[config.mk]
export PLATFORM = sky130hd
export DESIGN_NAME = mash_ddsm_core
export DESIGN_NICKNAME = d
export VERILOG_FILES = /design/src/rtl/mash_ddsm_pkg.sv /design/src/rtl/mash_ddsm_core_acc.sv /design/src/rtl/mash_ddsm_core.sv
export SDC_FILE = /design/constraint.sdc
export NUM_CORES = 1
export LEC_CHECK = 0
export ABC_CLOCK_PERIOD_IN_PS = 6800
export CORE_MARGIN = 2
export CORE_UTILIZATION = 43
export CTS_CLUSTER_DIAMETER = 100
export CTS_CLUSTER_SIZE = 10
export DETAILED_ROUTE_END_ITERATION = 8
export HOLD_SLACK_MARGIN = 0.12
export PLACE_DENSITY_LB_ADDON = 0.12
export SYNTH_ARGS = -nofsm -noshare
export SYNTH_HDL_FRONTEND = slang
export SYNTH_SLANG_ARGS = --single-unit
[constraint.sdc]
create_clock -name i_clk -period 6.8 [get_ports i_clk]
set_input_delay 1.7 -clock i_clk [delete_from_list [all_inputs] [get_ports i_clk]]
set_output_delay 1.7 -clock i_clk [all_outputs]
set_load 0.005 [all_outputs]
[src/rtl/mash_ddsm_pkg.sv]
// Shared types and constants for the MASH 1-1-1 delta-sigma modulator.
package mash_ddsm_pkg;

  localparam int unsigned ACC_W       = 8;
  localparam int unsigned FILL_CYCLES = 3;

  // Modulator order encodings on i_sel_order.
  localparam logic [1:0] OrdFirst    = 2'd0;
  localparam logic [1:0] OrdSecond   = 2'd1;
  localparam logic [1:0] OrdThird    = 2'd2;
  localparam logic [1:0] OrdThirdAlt = 2'd3;

  // Dither LFSR: x^12 + x^6 + x^4 + x + 1, feedback taps on bits 11, 5, 3, 0.
  localparam logic [12:0] LFSR_POLY = 13'h1053;
  localparam logic [11:0] LFSR_TAPS = 12'h829;

  typedef enum logic [1:0] {StClear, StFill, StRun} mash_state_e;

  // Error-cancellation network: c1[n-2] + d(c2)[n-1] + d2(c3)[n].
  function automatic logic signed [3:0] mash_combine(input logic c1_n2, input logic c2_n1,
                                                     input logic c2_n2, input logic c3_n,
                                                     input logic c3_n1, input logic c3_n2);
    mash_combine = $signed({3'b000, c1_n2}) + $signed({3'b000, c2_n1})
                 - $signed({3'b000, c2_n2}) + $signed({3'b000, c3_n})
                 - $signed({2'b00, c3_n1, 1'b0}) + $signed({3'b000, c3_n2});
  endfunction

endpackage

[src/rtl/mash_ddsm_core_acc.sv]
// One masked first-order accumulator with a one-hot carry tap on its 9-bit sum.
module mash_acc_stage
  import mash_ddsm_pkg::*;
(
  input  logic             clk_i,
  input  logic             rst_i,
  input  logic             en_i,
  input  logic             load_i,
  input  logic [ACC_W-1:0] load_val_i,
  input  logic [ACC_W-1:0] mask_i,
  input  logic [ACC_W:0]   in_i,
  input  logic [ACC_W:0]   cout_sel_i,
  output logic [ACC_W-1:0] acc_o,
  output logic             carry_o
);

  logic [ACC_W-1:0] acc_q, acc_d;
  logic [ACC_W:0]   sum;

  always_comb begin
    sum     = {1'b0, acc_q} + in_i;
    carry_o = en_i & (|(sum & cout_sel_i));
    if (!en_i) begin
      acc_d = '0;
    end else if (load_i) begin
      acc_d = load_val_i & mask_i;
    end else begin
      acc_d = sum[ACC_W-1:0] & mask_i;
    end
  end

  always_ff @(posedge clk_i or posedge rst_i) begin
    if (rst_i) begin
      acc_q <= '0;
    end else begin
      acc_q <= acc_d;
    end
  end

  assign acc_o = acc_q;

endmodule

[src/rtl/mash_ddsm_core.sv]
// MASH 1-1-1 delta-sigma modulator core with clear/fill/run sequencing and phase nudge.
// Optional dither LFSR on the first-stage carry-in is enabled by defining MASH_DITHER_EN.
module mash_ddsm_core
  import mash_ddsm_pkg::*;
(
  input  logic        i_clk,
  input  logic        i_rst,
  input  logic [7:0]  i_frac_a,
  input  logic [7:0]  i_frac_b,
  input  logic        i_sel_frac,
  input  logic [11:0] i_seed,
  input  logic [1:0]  i_sel_order,
  input  logic [7:0]  i_sum_sel,
  input  logic [8:0]  i_cout_sel,
  input  logic        i_mashreseten,
  input  logic        i_phaseadjusten,
  output logic [3:0]  o_dsm,
  output logic        o_valid
);

  mash_state_e      state_q;
  logic [1:0]       fill_cnt_q;
  logic             valid_q;
  logic             ph_q;
  logic [1:0]       c1_dly_q, c2_dly_q, c3_dly_q;
  logic [3:0]       dsm_q;

  logic             load;
  logic             phase_pulse;
  logic             ci;
  logic             en2, en3;
  logic [ACC_W-1:0] frac_m;
  logic [ACC_W:0]   in1;
  logic [ACC_W-1:0] acc1, acc2, acc3;
  logic             c1, c2, c3;
  logic signed [3:0] y;

  // Reload happens on the edge that enters CLEAR and on every edge spent in CLEAR.
  assign load        = i_mashreseten | (state_q == StClear);
  assign phase_pulse = i_phaseadjusten & ~ph_q & (state_q != StClear);

`ifdef MASH_DITHER_EN
  logic [11:0] lfsr_q;

  always_ff @(posedge i_clk or posedge i_rst) begin
    if (i_rst) begin
      lfsr_q <= '0;
    end else if (load) begin
      lfsr_q <= (i_seed == 12'h000) ? 12'h001 : i_seed;
    end else begin
      lfsr_q <= {lfsr_q[10:0], ^(lfsr_q & LFSR_TAPS)};
    end
  end

  assign ci = phase_pulse | lfsr_q[0];
`else
  assign ci = phase_pulse;
`endif

  assign en2    = (i_sel_order != OrdFirst);
  assign en3    = (i_sel_order == OrdThird) | (i_sel_order == OrdThirdAlt);
  assign frac_m = (i_sel_frac ? i_frac_b : i_frac_a) & i_sum_sel;
  assign in1    = {1'b0, frac_m} + {{ACC_W{1'b0}}, ci};

  mash_acc_stage u_stage1 (
    .clk_i      (i_clk),
    .rst_i      (i_rst),
    .en_i       (1'b1),
    .load_i     (load),
    .load_val_i (i_seed[7:0]),
    .mask_i     (i_sum_sel),
    .in_i       (in1),
    .cout_sel_i (i_cout_sel),
    .acc_o      (acc1),
    .carry_o    (c1)
  );

  mash_acc_stage u_stage2 (
    .clk_i      (i_clk),
    .rst_i      (i_rst),
    .en_i       (en2),
    .load_i     (load),
    .load_val_i ({4'b0000, i_seed[11:8]}),
    .mask_i     (i_sum_sel),
    .in_i       ({1'b0, acc1}),
    .cout_sel_i (i_cout_sel),
    .acc_o      (acc2),
    .carry_o    (c2)
  );

  mash_acc_stage u_stage3 (
    .clk_i      (i_clk),
    .rst_i      (i_rst),
    .en_i       (en3),
    .load_i     (load),
    .load_val_i ('0),
    .mask_i     (i_sum_sel),
    .in_i       ({1'b0, acc2}),
    .cout_sel_i (i_cout_sel),
    .acc_o      (acc3),
    .carry_o    (c3)
  );

  assign y = mash_combine(c1_dly_q[1], c2_dly_q[0], c2_dly_q[1], c3, c3_dly_q[0], c3_dly_q[1]);

  always_ff @(posedge i_clk or posedge i_rst) begin
    if (i_rst) begin
      state_q    <= StClear;
      fill_cnt_q <= '0;
      valid_q    <= 1'b0;
    end else if (i_mashreseten) begin
      state_q    <= StClear;
      fill_cnt_q <= '0;
      valid_q    <= 1'b0;
    end else begin
      unique case (state_q)
        StClear: begin
          state_q    <= StFill;
          fill_cnt_q <= '0;
          valid_q    <= 1'b0;
        end
        StFill: begin
          if (fill_cnt_q == 2'(FILL_CYCLES - 1)) begin
            state_q <= StRun;
            valid_q <= 1'b1;
          end else begin
            fill_cnt_q <= fill_cnt_q + 2'd1;
          end
        end
        StRun: begin
          valid_q <= 1'b1;
        end
        default: begin
          state_q <= StClear;
          valid_q <= 1'b0;
        end
      endcase
    end
  end

  always_ff @(posedge i_clk or posedge i_rst) begin
    if (i_rst) begin
      ph_q     <= 1'b0;
      c1_dly_q <= '0;
      c2_dly_q <= '0;
      c3_dly_q <= '0;
      dsm_q    <= '0;
    end else begin
      ph_q <= i_phaseadjusten;
      if (load) begin
        c1_dly_q <= '0;
        c2_dly_q <= '0;
        c3_dly_q <= '0;
        dsm_q    <= '0;
      end else begin
        c1_dly_q <= {c1_dly_q[0], c1};
        c2_dly_q <= {c2_dly_q[0], c2};
        c3_dly_q <= {c3_dly_q[0], c3};
        dsm_q    <= y;
      end
    end
  end

  assign o_dsm   = dsm_q;
  assign o_valid = valid_q;

  // Third accumulator only feeds its carry; its value has no consumer.
  logic unused_acc3;
  assign unused_acc3 = ^acc3;

endmodule
# Yosys cells after proc, flatten, opt, wreduce, memory -nomap -nowiden
# Cells that the tools add are included.
word_totals:
  regBits: 40
  elab_cells: 73
  output_inout_bits: 5
  inputBits: 52
classes:
  muxes: 19
  n_reduce_logical: 9
  add_sub_neg: 10
  n_eq_ne: 8
  bitwise: 16
ops:
  columns: ["operator", "count"]
  rows:
  - ["$mux W8", 6]
  - ["$and A8 B8 Y8", 5]
  - ["$and A9 B9 Y9", 3]
  - ["$reduce_or A9 Y1", 3]
  - ["$add A8 B8 Y9", 2]
  - ["$mux W2", 7]
  - ["$add A8 B1 Y9", 1]
  - ["$add A8 B9 Y9", 1]
  - ["$and A4 B8 Y8", 1]
  - ["$eq A2 B2 Y1 const B", 4]
  - ["$ne A3 B3 Y1 const B", 2]
  - ["$pmux W2 S3", 1]
  - ["$add A3 B2 Y4", 1]
  - ["$add A4 B2 Y4", 1]
  - ["$and A1 B1 Y1", 4]
  - ["$mux W4", 1]
  - ["$pmux W2 S2", 1]
  - ["$reduce_and A2 Y1", 2]
  - ["$reduce_bool A2 Y1", 2]
  - ["$sub A4 B3 Y4", 1]
  - ["$reduce_bool A3 Y1", 1]
  - ["$sub A2 B1 Y3", 1]
  - ["$add A1 B1 Y2", 1]
  - ["$add A2 B1 Y2 const B", 1]
  - ["7 further kinds", 9]

# Depth between registers and ports, before layout
# Gate-level depths: netlist (run 1).
logic_depth:
  ltp_word: 8
  ltp_mapped: 13
  depth_no_buf: 13

# By module
# A second synthesis (run 1) with hierarchy kept.
hier_totals:
  cells_unflattened: 428
  area_unflattened_um2: 3627.2
modules_own_cells:
  columns: ["mod", "area_each_um2", "cells_per_inst", "seq_area_each_um2", "instances"]
  rows:
  - ["mash_acc_stage", 839.6, 104, 200.2, 3]
  - ["mash_ddsm_core", 1108.6, 116, 400.4, 1]

# Worst setup path before layout (run 1)
# No wires, ideal clock.
synth_timing:
  path_type: "input -> register"
  from: "input port i_sel_frac"
  to: "register c1_dly_q[0]"
  path_stages: 11
  setup_slack_ns: 2.656
  t_arrival_ns: 4.002
  path_cell_list: "clkbuf_1 > mux2_2 > nand2_1 > fa_1 > fa_1 > inv_1 > a22oi_1 > o221ai_1 > a221oi_1 > o311a_1 > a41oi_1"
synth_via:
  elab_chain_len: 7
synth_rtl:
  columns: ["element", "line", "rtl"]
  rows:
  - ["from (decl)", "mash_ddsm_core.sv:10", "input logic i_sel_frac,"]
  - ["$mux W8", "mash_ddsm_core.sv:62", "assign frac_m = (i_sel_frac ? i_frac_b : i_frac_a) & i_sum_sel;"]
  - ["$and A8 B8 Y8", "mash_ddsm_core.sv:62", null]
  - ["$add A8 B1 Y9", "mash_ddsm_core.sv:63", "assign in1 = {1'b0, frac_m} + {{ACC_W{1'b0}}, ci};"]
  - ["$add A8 B9 Y9", "mash_ddsm_core_acc.sv:21", "sum = {1'b0, acc_q} + in_i;"]
  - ["$and A9 B9 Y9", "mash_ddsm_core_acc.sv:22", "carry_o = en_i & (|(sum & cout_sel_i));"]
  - ["$reduce_or A9 Y1", "mash_ddsm_core_acc.sv:22", null]
  - ["$mux W2", "mash_ddsm_core.sv:150", "if (load) begin"]
  - ["to (signal assigned)", "mash_ddsm_core.sv:156", "c1_dly_q <= {c1_dly_q[0], c1};"]
  - ["to (decl)", "mash_ddsm_core.sv:25", "logic [1:0] c1_dly_q, c2_dly_q, c3_dly_q;"]
# Every way passes these cells.
# A chain may end at the register's enable or synchronous reset.

# Worst setup path after layout (run 1)
# Same ends and word-level chain as after synthesis.

==> flow_metrics.env, run 1 <==
export IMPL_status="finished clean"
export IMPL_cp_top_family="adder cells"
export IMPL_peakVddDrop_mv=0.110
export IMPL_fin_skew_ps=11.7
export IMPL_fp_dieArea_sq_mm=0.00802
export IMPL_wl_microns=8160
export IMPL_p_leak_nw=1.88
export IMPL_fillers=653
export IMPL_first_pass_iters=5
export IMPL_whs_ps=497
export IMPL_maxCapViolations=0
export IMPL_ios=57
export IMPL_place_inst=498
export IMPL_ys_seq_elements=40
export IMPL_synth_nets=443
export IMPL_total_power_uw=959
export IMPL_max_stage_delay_ps=770
export IMPL_final_cell_mix="clkdlybuf4s50_1 (56), dfrtp_1 (40), nor2_1 (37)"
export IMPL_postRouteAntennaNets=0
export IMPL_initial_core_util=0.439
export IMPL_core_area_sq_mm=0.00718
export IMPL_grt_pass1_wl_microns=13200
export IMPL_grt_max_degree=41
export IMPL_synth_flop_cell="dfrtp_1"
export IMPL_cts_sinks=40
export IMPL_cts_made_buffers=5
export IMPL_arrival_ps=4660
export IMPL_ctsLongestPathBuffers=2
export IMPL_chipWidth_microns=89.6
export IMPL_ys_async_sr_fraction=1.00
export IMPL_htreeDepth=2
export IMPL_drive_gt1_frac=0.0467
export IMPL_hp_class="reg2reg"
export IMPL_setup_violations=0
export IMPL_final_util=0.552
export IMPL_cp_slowest_cell="clkdlybuf4s50_1"
export IMPL_multi_input_area_sq_mm=0.00202
export IMPL_synth_edf_count=0
export IMPL_max_freq_ghz=0.222
export IMPL_area_growth_pct=25.9
export IMPL_nets=498
export IMPL_grt_pass1_vias=2694
export IMPL_cts_root_buf="clkbuf_8"
export IMPL_syn_inst=351
export IMPL_tns_ps=0
export IMPL_remaining_drc_errors=0
export IMPL_cp_required_ps=6970
export IMPL_slew_headroom=0.300
export IMPL_grt_ovfl_total=0
export IMPL_end_kind="flip-flop"
export IMPL_cts_hold_buf=0
export IMPL_hold_violations=0
export IMPL_crit_path_cell_trace="clkdlybuf4s50_1 -> mux2_2 -> nand2_1 -> fa_1 -> fa_1 -> inv_1 -> a22oi_1 -> o221ai_1 -> a221oi_1 -> o311a_1 -> a41oi_1"
export IMPL_drv_slew=0
export IMPL_fin_crit_sh=0.661
export IMPL_io_buffers=56
export IMPL_critPathBufInv=2
export IMPL_initialDrtViolationCount=122
export IMPL_avgViaCountPerCell=5.47
export IMPL_ff_latch_area_sq_mm=0.00100
export IMPL_ys_warn_count=0
export IMPL_rsz0062_at_grt="no"
export IMPL_grt_total_usage=0.217
export IMPL_via_count=2770
export IMPL_min_period_ps=4500
export IMPL_criticalPathCategory="in2reg"
export IMPL_clkTransAtPathRegs_ps=90
export IMPL_ys_seq_area_frac=0.318
export IMPL_synth_avg_cell_area_sq_um=8.97
export IMPL_synth_cell_types=59
export IMPL_crit_top_cell="fa_1"
export IMPL_die_h_microns=89.6
export IMPL_wl_per_cell_microns=16.1
export IMPL_startpoint_type="input port"
export IMPL_layout_commonest_cell="clkdlybuf4s50_1"
export IMPL_cellPowerDensity_mw_per_mm2=242
export IMPL_core_rowCount=31
export IMPL_antenna_found_initial=0
export IMPL_cp_max_fo=8
export IMPL_post_cts_resized=0
export IMPL_clk_latency_ps=310
export IMPL_hpwl_microns=6400
export IMPL_num_antenna_cells=0
export IMPL_gp_congestion=0.952
export IMPL_cts_tree="built"
export IMPL_synth_cell_area_sq_mm=0.00315
export IMPL_worst_pin_slew_ps=1050
export IMPL_layoutNonFillerInstCount=506
export IMPL_cts_setup_buffers=0
## registers in the layout, summed over array words and instances, names as in the netlist, 4 cells and up
register and count:
u_stage3.acc_o 8, u_stage1.acc_o 8, o_dsm 4, u_stage2.acc_o 8
## cell type report
cell class | instances | area share
well taps | 99 | 0.0313
inverters | 25 | 0.0237
multi-input cells | 277 | 0.509
repair buffers | 57 | 0.143
flip-flops and latches | 40 | 0.253
clock buffers | 5 | 0.0174
clock inverters | 3 | 0.0227
## worst reg2reg max path: stages (launching register included)
cell	delay [ps]
dfrtp_1	410
ha_1	230
fa_1	420
a211oi_2	400
nor2_1	110
xor2_1	180
a2111oi_0	440
o2111ai_1	200
and2_1	220
fa_1	420
inv_1	70
ha_1	160
xor2_1	140
nor2_1	50
## power breakdown
group	switching, mW	internal, mW
Sequential	0.0242	0.271
Combinational	0.208	0.176
Clock	0.0960	0.184
## metal layers
layer / part of all wire / GRT usage / up-vias / wire [microns]
met3: 0.050 / 0.0351 / 15 / 411
li1: - / - / 1353 / -
met2: 0.50 / 0.380 / 74 / 4100
met1: 0.43 / 0.273 / 1328 / 3500
met5: 0 / 0 / - / 0
met4: 0.019 / 0.0638 / 0 / 152
## final timing paths
kind,startpoint,end,slack [ps],cells after the start
setup / recovery,i_sel_frac,c1_dly_q[0],2300,11
hold / removal,c2_dly_q[0],c2_dly_q[1],500,2
setup reg to reg,u_stage2.acc_o[0],o_dsm[2],3220,13
hold reg to reg,c2_dly_q[0],c2_dly_q[1],500,2
max in group asynchronous,i_rst,u_stage3.acc_o[6],4580,3
min in group asynchronous,i_rst,state_q[1],1820,3
## logic make-up after synthesis
kind of cell | Yosys count | share of synthesized area
flops | 40 | 0.318
fa+ha+maj | 42 | 0.180
xor+xnor | 14 | 0.0390
compound gates | 77 | 0.170
mux | 12 | 0.0393
buf+inv | 34 | 0.0409
simple gates | 132 | 0.213
## metrics by stage
stage,worst slack [ps],cell area (sq um)
after global routing,2080,3960
after CTS,2260,3960
after global placement,2010,3800
final,2300,3960
after detailed placement,1950,3800
after floorplan,2660,3150
## cell usage after synthesis (all sizes together) (3+ instances only)
master | count | area [sq um]
xnor2 | 8 | 70.1
inv | 25 | 93.8
clkbuf | 8 | 30.0
xor2 | 6 | 52.6
or2 | 4 | 25.0
nor2b | 9 | 56.3
a211oi | 5 | 42.5
nor4 | 3 | 18.8
mux2i | 9 | 90.1
nor2 | 37 | 139
nand2b | 5 | 31.3
ha | 34 | 425
fa | 6 | 120
nor3 | 5 | 25.0
nor3b | 4 | 30.0
a21oi | 13 | 65.1
o21a | 4 | 30.0
and3 | 10 | 67.6
mux2 | 3 | 33.8
nand3 | 4 | 20.0
nand2 | 34 | 128
dfrtp | 40 | 1000
o21ai | 21 | 105
a31oi | 3 | 18.8
and2 | 7 | 43.8
o2111ai | 3 | 26.3
Note: power is estimated with default switching activity, not from simulation.
==> run 2: changes to the inputs <==
--- a/config.mk
+++ b/config.mk
@@ -5,7 +5,7 @@
 export SDC_FILE = /design/constraint.sdc
 export NUM_CORES = 1
 export LEC_CHECK = 0
-export ABC_CLOCK_PERIOD_IN_PS = 6800
+export ABC_CLOCK_PERIOD_IN_PS = 4400
 export CORE_MARGIN = 2
 export CORE_UTILIZATION = 43
 export CTS_CLUSTER_DIAMETER = 100
==> constraint.sdc (replaced) <==
create_clock -name i_clk -period 4.4 [get_ports i_clk]
set_input_delay 1.1 -clock i_clk [delete_from_list [all_inputs] [get_ports i_clk]]
set_output_delay 1.1 -clock i_clk [all_outputs]
set_load 0.005 [all_outputs]
==> run 2 against run 1 <==
Against the previous run: count of clock-buffer cells in the layout did not move; sequential share of layout area rose by 0.18 points; critical path type unchanged; critical endpoint is now o_dsm[2]; largest cell class unchanged; combinational power rose by 54%; highest routed layer unchanged.
==> flow_metrics.env, run 2 (synthesis gave the netlist of run 1 again) <==
export IMPL_status="finished clean"
export IMPL_rsz0062_at_grt="no"
export IMPL_post_cts_resized=0
export IMPL_cp_max_fo=4
export IMPL_clk_latency_ps=300
export IMPL_r2r_cells=13
export IMPL_r2r_end="o_dsm[2]"
export IMPL_tns_ps=0
export IMPL_postRouteAntennaNets=0
export IMPL_cts_root_buf="clkbuf_8"
export IMPL_ios=57
export IMPL_cp_required_ps=4570
export IMPL_gp_congestion=0.936
export IMPL_hpwl_microns=6560
export IMPL_layout_setup_ws_ps=688
export IMPL_nets=500
export IMPL_fp_dieArea_sq_mm=0.00802
export IMPL_avgViaCountPerCell=5.50
export IMPL_cts_tree="built"
export IMPL_layout_commonest_cell="clkdlybuf4s50_1"
export IMPL_cts_made_buffers=5
export IMPL_io_buffers=56
export IMPL_cts_sinks=40
export IMPL_max_stage_delay_ps=500
export IMPL_peakVddDrop_mv=0.120
export IMPL_chipWidth_microns=89.6
export IMPL_core_area_sq_mm=0.00718
export IMPL_worst_hold_path_endpoint="c1_dly_q[1]"
export IMPL_cts_hold_buf=0
export IMPL_fin_crit_sh=0.844
export IMPL_p_leak_nw=1.87
export IMPL_hold_depth=1
export IMPL_drive_gt1_frac=0.0513
export IMPL_startpoint_type="input port"
export IMPL_maxCapViolations=0
export IMPL_core_rowCount=31
export IMPL_grt_max_degree=41
export IMPL_grt_ovfl_total=0
export IMPL_drv_slew=0
export IMPL_grt_total_usage=0.223
export IMPL_antenna_found_initial=0
export IMPL_arrival_ps=3880
export IMPL_grt_pass1_wl_microns=13400
export IMPL_cts_setup_buffers=0
export IMPL_clkTransAtPathRegs_ps=90
export IMPL_wl_microns=8240
export IMPL_cp_slowest_cell="clkdlybuf4s50_1"
export IMPL_hp_class="reg2reg"
export IMPL_place_inst=500
export IMPL_crit_path_cell_trace="clkdlybuf4s50_1 -> nor4bb_1 -> a221oi_1 -> nand4b_1 -> a2111oi_0 -> o2111ai_1 -> and2_1 -> fa_1 -> inv_1 -> ha_1 -> xor2_1 -> nor2_1"
export IMPL_initialDrtViolationCount=132
export IMPL_grt_pass1_vias=2775
export IMPL_htreeDepth=2
export IMPL_remaining_drc_errors=0
export IMPL_dpl_instance_area_sq_mm=0.00382
export IMPL_end_kind="flip-flop"
export IMPL_max_freq_ghz=0.269
export IMPL_critPathLaunch="i_cout_sel[5]"
export IMPL_r2r_slack_ps=790
export IMPL_final_cell_mix="clkdlybuf4s50_1 (56), dfrtp_1 (40), nor2_1 (37)"
export IMPL_worst_pin_slew_ps=1050
export IMPL_first_pass_iters=4
export IMPL_ctsLongestPathBuffers=2
export IMPL_r2r_start="u_stage2.acc_o[0]"
export IMPL_total_power_mw=1.37
export IMPL_finalInstanceArea_sq_mm=0.00394
export IMPL_via_count=2796
export IMPL_slew_headroom=0.299
export IMPL_min_period_ps=3710
export IMPL_min_from="c1_dly_q[0]"
export IMPL_cellPowerDensity_mw_per_mm2=348
export IMPL_area_growth_pct=25.0
export IMPL_setup_violations=0
export IMPL_wl_per_cell_microns=16.2
export IMPL_hold_violations=0
export IMPL_initial_core_util=0.439
export IMPL_fin_skew_ps=6.13
export IMPL_layoutNonFillerInstCount=508
export IMPL_num_antenna_cells=0
export IMPL_dp_slack_ps=500
export IMPL_criticalPathCategory="in2reg"
export IMPL_die_h_microns=89.6
## run 2: cell count changes in the layout (fill, tap and decap cells not counted), sizes merged
| cell | before | now |
|---|---|---|
| bufinv | 3 | 1 |
| clkinvlp | 0 | 1 |
| inv | 25 | 26 |
| buf | 1 | 3 |
## run 2: metal layers
layer  wire length [microns]  track usage  vias to the layer above
met4                      96       0.0516                        0
met3                     350       0.0406                        6
met2                    4230        0.398                       83
li1                        -            -                     1370
met5                       0            0                        -
met1                    3560        0.278                     1337
## run 2: metrics by stage
step                       util  hold slack [ps]
after global routing      0.548              543
after global placement    0.532              479
after CTS                 0.548              522
after detailed placement  0.532              503
final                     0.548              524
after floorplan               -              428
## run 2: critical path, delay by kind of cell
| family | cells | cell delay (ps) |
|---|---|---|
| compound gates | 3 | 920 |
| simple gates | 4 | 600 |
| buf+inv | 2 | 570 |
| fa+ha+maj | 2 | 560 |
| xor+xnor | 1 | 130 |
## run 2: worst max path at each step
| stage | to | slack, ps | cells past startpoint |
|---|---|---|---|
| CTS | o_dsm[2] | 810 | 12 |
| detailed placement | o_dsm[2] | 500 | 12 |
| global route | o_dsm[2] | 460 | 12 |
| floorplan | c1_dly_q[0] | 860 | 11 |
| finish | o_dsm[2] | 690 | 12 |
| global placement | o_dsm[2] | 570 | 12 |
## run 2: layout make-up
| cell class | count | area (sq um) |
|---|---|---|
| multi-input combinational | 277 | 2020 |
| sequential | 40 | 1000 |
| tap | 99 | 124 |
| clock buffer | 5 | 68.8 |
| fill | 680 | 3240 |
| timing repair buffer | 59 | 583 |
| inverter | 25 | 93.8 |
| clock inverter | 3 | 46.3 |
## run 2: report_power, final
part           total (mW)  internal (mW)  switching, mW
registers           0.457          0.419         0.0381
logic               0.593          0.273          0.320
clock network       0.321          0.171          0.149
total                1.37          0.863          0.507
==> run 3: changes to the inputs <==
--- a/config.mk
+++ b/config.mk
@@ -5,7 +5,7 @@
 export SDC_FILE = /design/constraint.sdc
 export NUM_CORES = 1
 export LEC_CHECK = 0
-export ABC_CLOCK_PERIOD_IN_PS = 4400
+export ABC_CLOCK_PERIOD_IN_PS = 3700
 export CORE_MARGIN = 2
 export CORE_UTILIZATION = 43
 export CTS_CLUSTER_DIAMETER = 100
==> constraint.sdc (replaced) <==
create_clock -name i_clk -period 3.7 [get_ports i_clk]
set_input_delay 0.925 -clock i_clk [delete_from_list [all_inputs] [get_ports i_clk]]
set_output_delay 0.925 -clock i_clk [all_outputs]
set_load 0.005 [all_outputs]
==> run 3 against run 2 <==
Against the previous run: design area grew 0.89%; clock power is 14% higher; hold slack got worse by 20 ps; wire length down 3.1%; utilization grew 0.49 points; cell count up 0.79%; first-iteration DRC count is 20% lower; sequential power increased by 19%; sequential share of layout area fell by 0.22 points; combinational power up 20%; power is 19% higher; critical path depth increased by 1; critical path type is now reg2reg; largest cell class unchanged; highest routed layer unchanged.
==> flow_metrics.env, run 3 (synthesis gave the netlist of run 1 again) <==
export IMPL_maxCapViolations=0
export IMPL_grt_busiest_layer="met2"
export IMPL_cp_required_ps=3860
export IMPL_grt_pass1_wl_microns=13000
export IMPL_fin_skew_ps=10.8
export IMPL_grt_max_degree=41
export IMPL_drv_slew=0
export IMPL_arrival_ps=3610
export IMPL_layout_commonest_cell="clkdlybuf4s50_1"
export IMPL_drive_gt1_frac=0.0605
export IMPL_grt_pass1_vias=2744
export IMPL_fp_dieArea_sq_mm=0.00802
export IMPL_gp_congestion=0.934
export IMPL_whs_ps=504
export IMPL_gr_usage_met2=0.386
export IMPL_criticalPathCategory="reg2reg"
export IMPL_layout_setup_ws_ps=248
export IMPL_num_antenna_cells=0
export IMPL_clkTransAtPathRegs_ps=90
export IMPL_nets=504
export IMPL_dp_slack_ps=14.6
export IMPL_tns_ps=0
export IMPL_grt_ovfl_total=0
export IMPL_setup_violations=0
export IMPL_grt_use_met3=0.0332
export IMPL_cts_tree="built"
export IMPL_core_area_sq_mm=0.00718
export IMPL_chipWidth_microns=89.6
export IMPL_initial_core_util=0.439
export IMPL_cellPowerDensity_mw_per_mm2=409
export IMPL_cts_root_buf="clkbuf_8"
export IMPL_ios=57
export IMPL_wl_microns=7990
export IMPL_dpl_instance_area_sq_mm=0.00385
export IMPL_postRouteAntennaNets=0
export IMPL_antenna_found_initial=0
export IMPL_hp_class="reg2reg"
export IMPL_htreeDepth=2
export IMPL_via_count=2775
export IMPL_finalInstanceArea_sq_mm=0.00397
export IMPL_io_buffers=56
export IMPL_met1_usage=0.269
export IMPL_area_growth_pct=26.1
export IMPL_hpwl_microns=6430
export IMPL_die_h_microns=89.6
export IMPL_status="finished clean"
export IMPL_cp_slowest_cell="fa_1"
export IMPL_core_rowCount=31
export IMPL_cts_hold_buf=0
export IMPL_initialDrtViolationCount=105
export IMPL_grt_total_usage=0.216
export IMPL_slew_headroom=0.633
export IMPL_max_freq_ghz=0.290
export IMPL_worst_pin_slew_ps=548
export IMPL_startpoint_type="flip-flop"
export IMPL_first_pass_iters=4
export IMPL_hold_violations=0
export IMPL_final_cell_mix="clkdlybuf4s50_1 (56), dfrtp_1 (40), nor2_1 (37)"
export IMPL_ctsLongestPathBuffers=2
export IMPL_crit_path_cell_trace="ha_1 -> fa_1 -> a211oi_4 -> nor2_1 -> xor2_1 -> a2111oi_1 -> o2111ai_1 -> and2_1 -> fa_1 -> inv_1 -> ha_1 -> xor2_1 -> nor2_1"
export IMPL_wl_per_cell_microns=15.6
export IMPL_cts_made_buffers=5
export IMPL_avgViaCountPerCell=5.42
export IMPL_p_leak_nw=1.89
export IMPL_rsz0062_at_grt="no"
export IMPL_r2r_slack_ps=250
export IMPL_max_stage_delay_ps=450
export IMPL_end_kind="flip-flop"
export IMPL_min_period_ps=3450
export IMPL_cp_max_fo=5
export IMPL_fin_crit_sh=0.933
export IMPL_clk_latency_ps=300
export IMPL_cts_sinks=40
export IMPL_peakVddDrop_mv=0.184
export IMPL_remaining_drc_errors=0
run 3: changes by cell type in the layout (fill, tap and decap cells not counted), sizes merged:
cell,delta
inv,-1
clkinv,+1
buf,+4
run 3: timing repair:
action | in CTS | in global routing
setup buffers | 0 | 0
setup endpoints to repair | 0 | 1
gates resized for setup | 0 | 2
run 3: final cells by class:
cell class / instances / area [sq um]
well taps: 99 / 124
flip-flops and latches: 40 / 1000
multi-input cells: 277 / 2030
repair buffers: 63 / 613
clock inverters: 3 / 42.5
inverters: 25 / 93.8
fillers: 679 / 3210
clock buffers: 5 / 68.8
run 3: power breakdown:
| part | leakage, nW | switching (mW) | internal, mW |
|---|---|---|---|
| sequential | 0.541 | 0.0452 | 0.498 |
| clock | 0.0541 | 0.167 | 0.200 |
| combinational | 1.30 | 0.383 | 0.331 |
| total | 1.89 | 0.595 | 1.03 |
run 3: metrics by stage:
stage	power, mW	util	instances
3_5_place_dp	1.26	0.537	504
5_1_grt	1.75	0.553	512
3_3_place_gp	1.25	0.537	504
4_1_cts	1.63	0.552	512
2_1_floorplan	1.03	-	351
6_report	1.62	0.553	512
run 3: final timing paths:
kind | start | to | depth (start not counted)
min in group asynchronous | i_rst | o_valid | 3
worst max register to register | u_stage2.acc_o[0] | o_dsm[2] | 13
worst min-delay path | c2_dly_q[0] | c2_dly_q[1] | 2
worst min register to register | c2_dly_q[0] | c2_dly_q[1] | 2
max in group asynchronous | i_rst | u_stage3.acc_o[4] | 3
worst max-delay path | u_stage2.acc_o[0] | o_dsm[2] | 13
run 3: critical path, delay by kind of cell (launching register included):
kind / cells / cell delay, ps
fa+ha+maj: 4 / 1250
buf+inv: 1 / 70
simple gates: 3 / 360
flops: 1 / 400
compound gates: 3 / 920
xor+xnor: 2 / 310
run 3: per-layer routing:
| layer | share of wire | routed length [microns] |
|---|---|---|
| met5 | 0 | 0 |
| met2 | 0.49 | 3930 |
| met4 | 0.018 | 142 |
| met1 | 0.45 | 3610 |
| met3 | 0.038 | 301 |
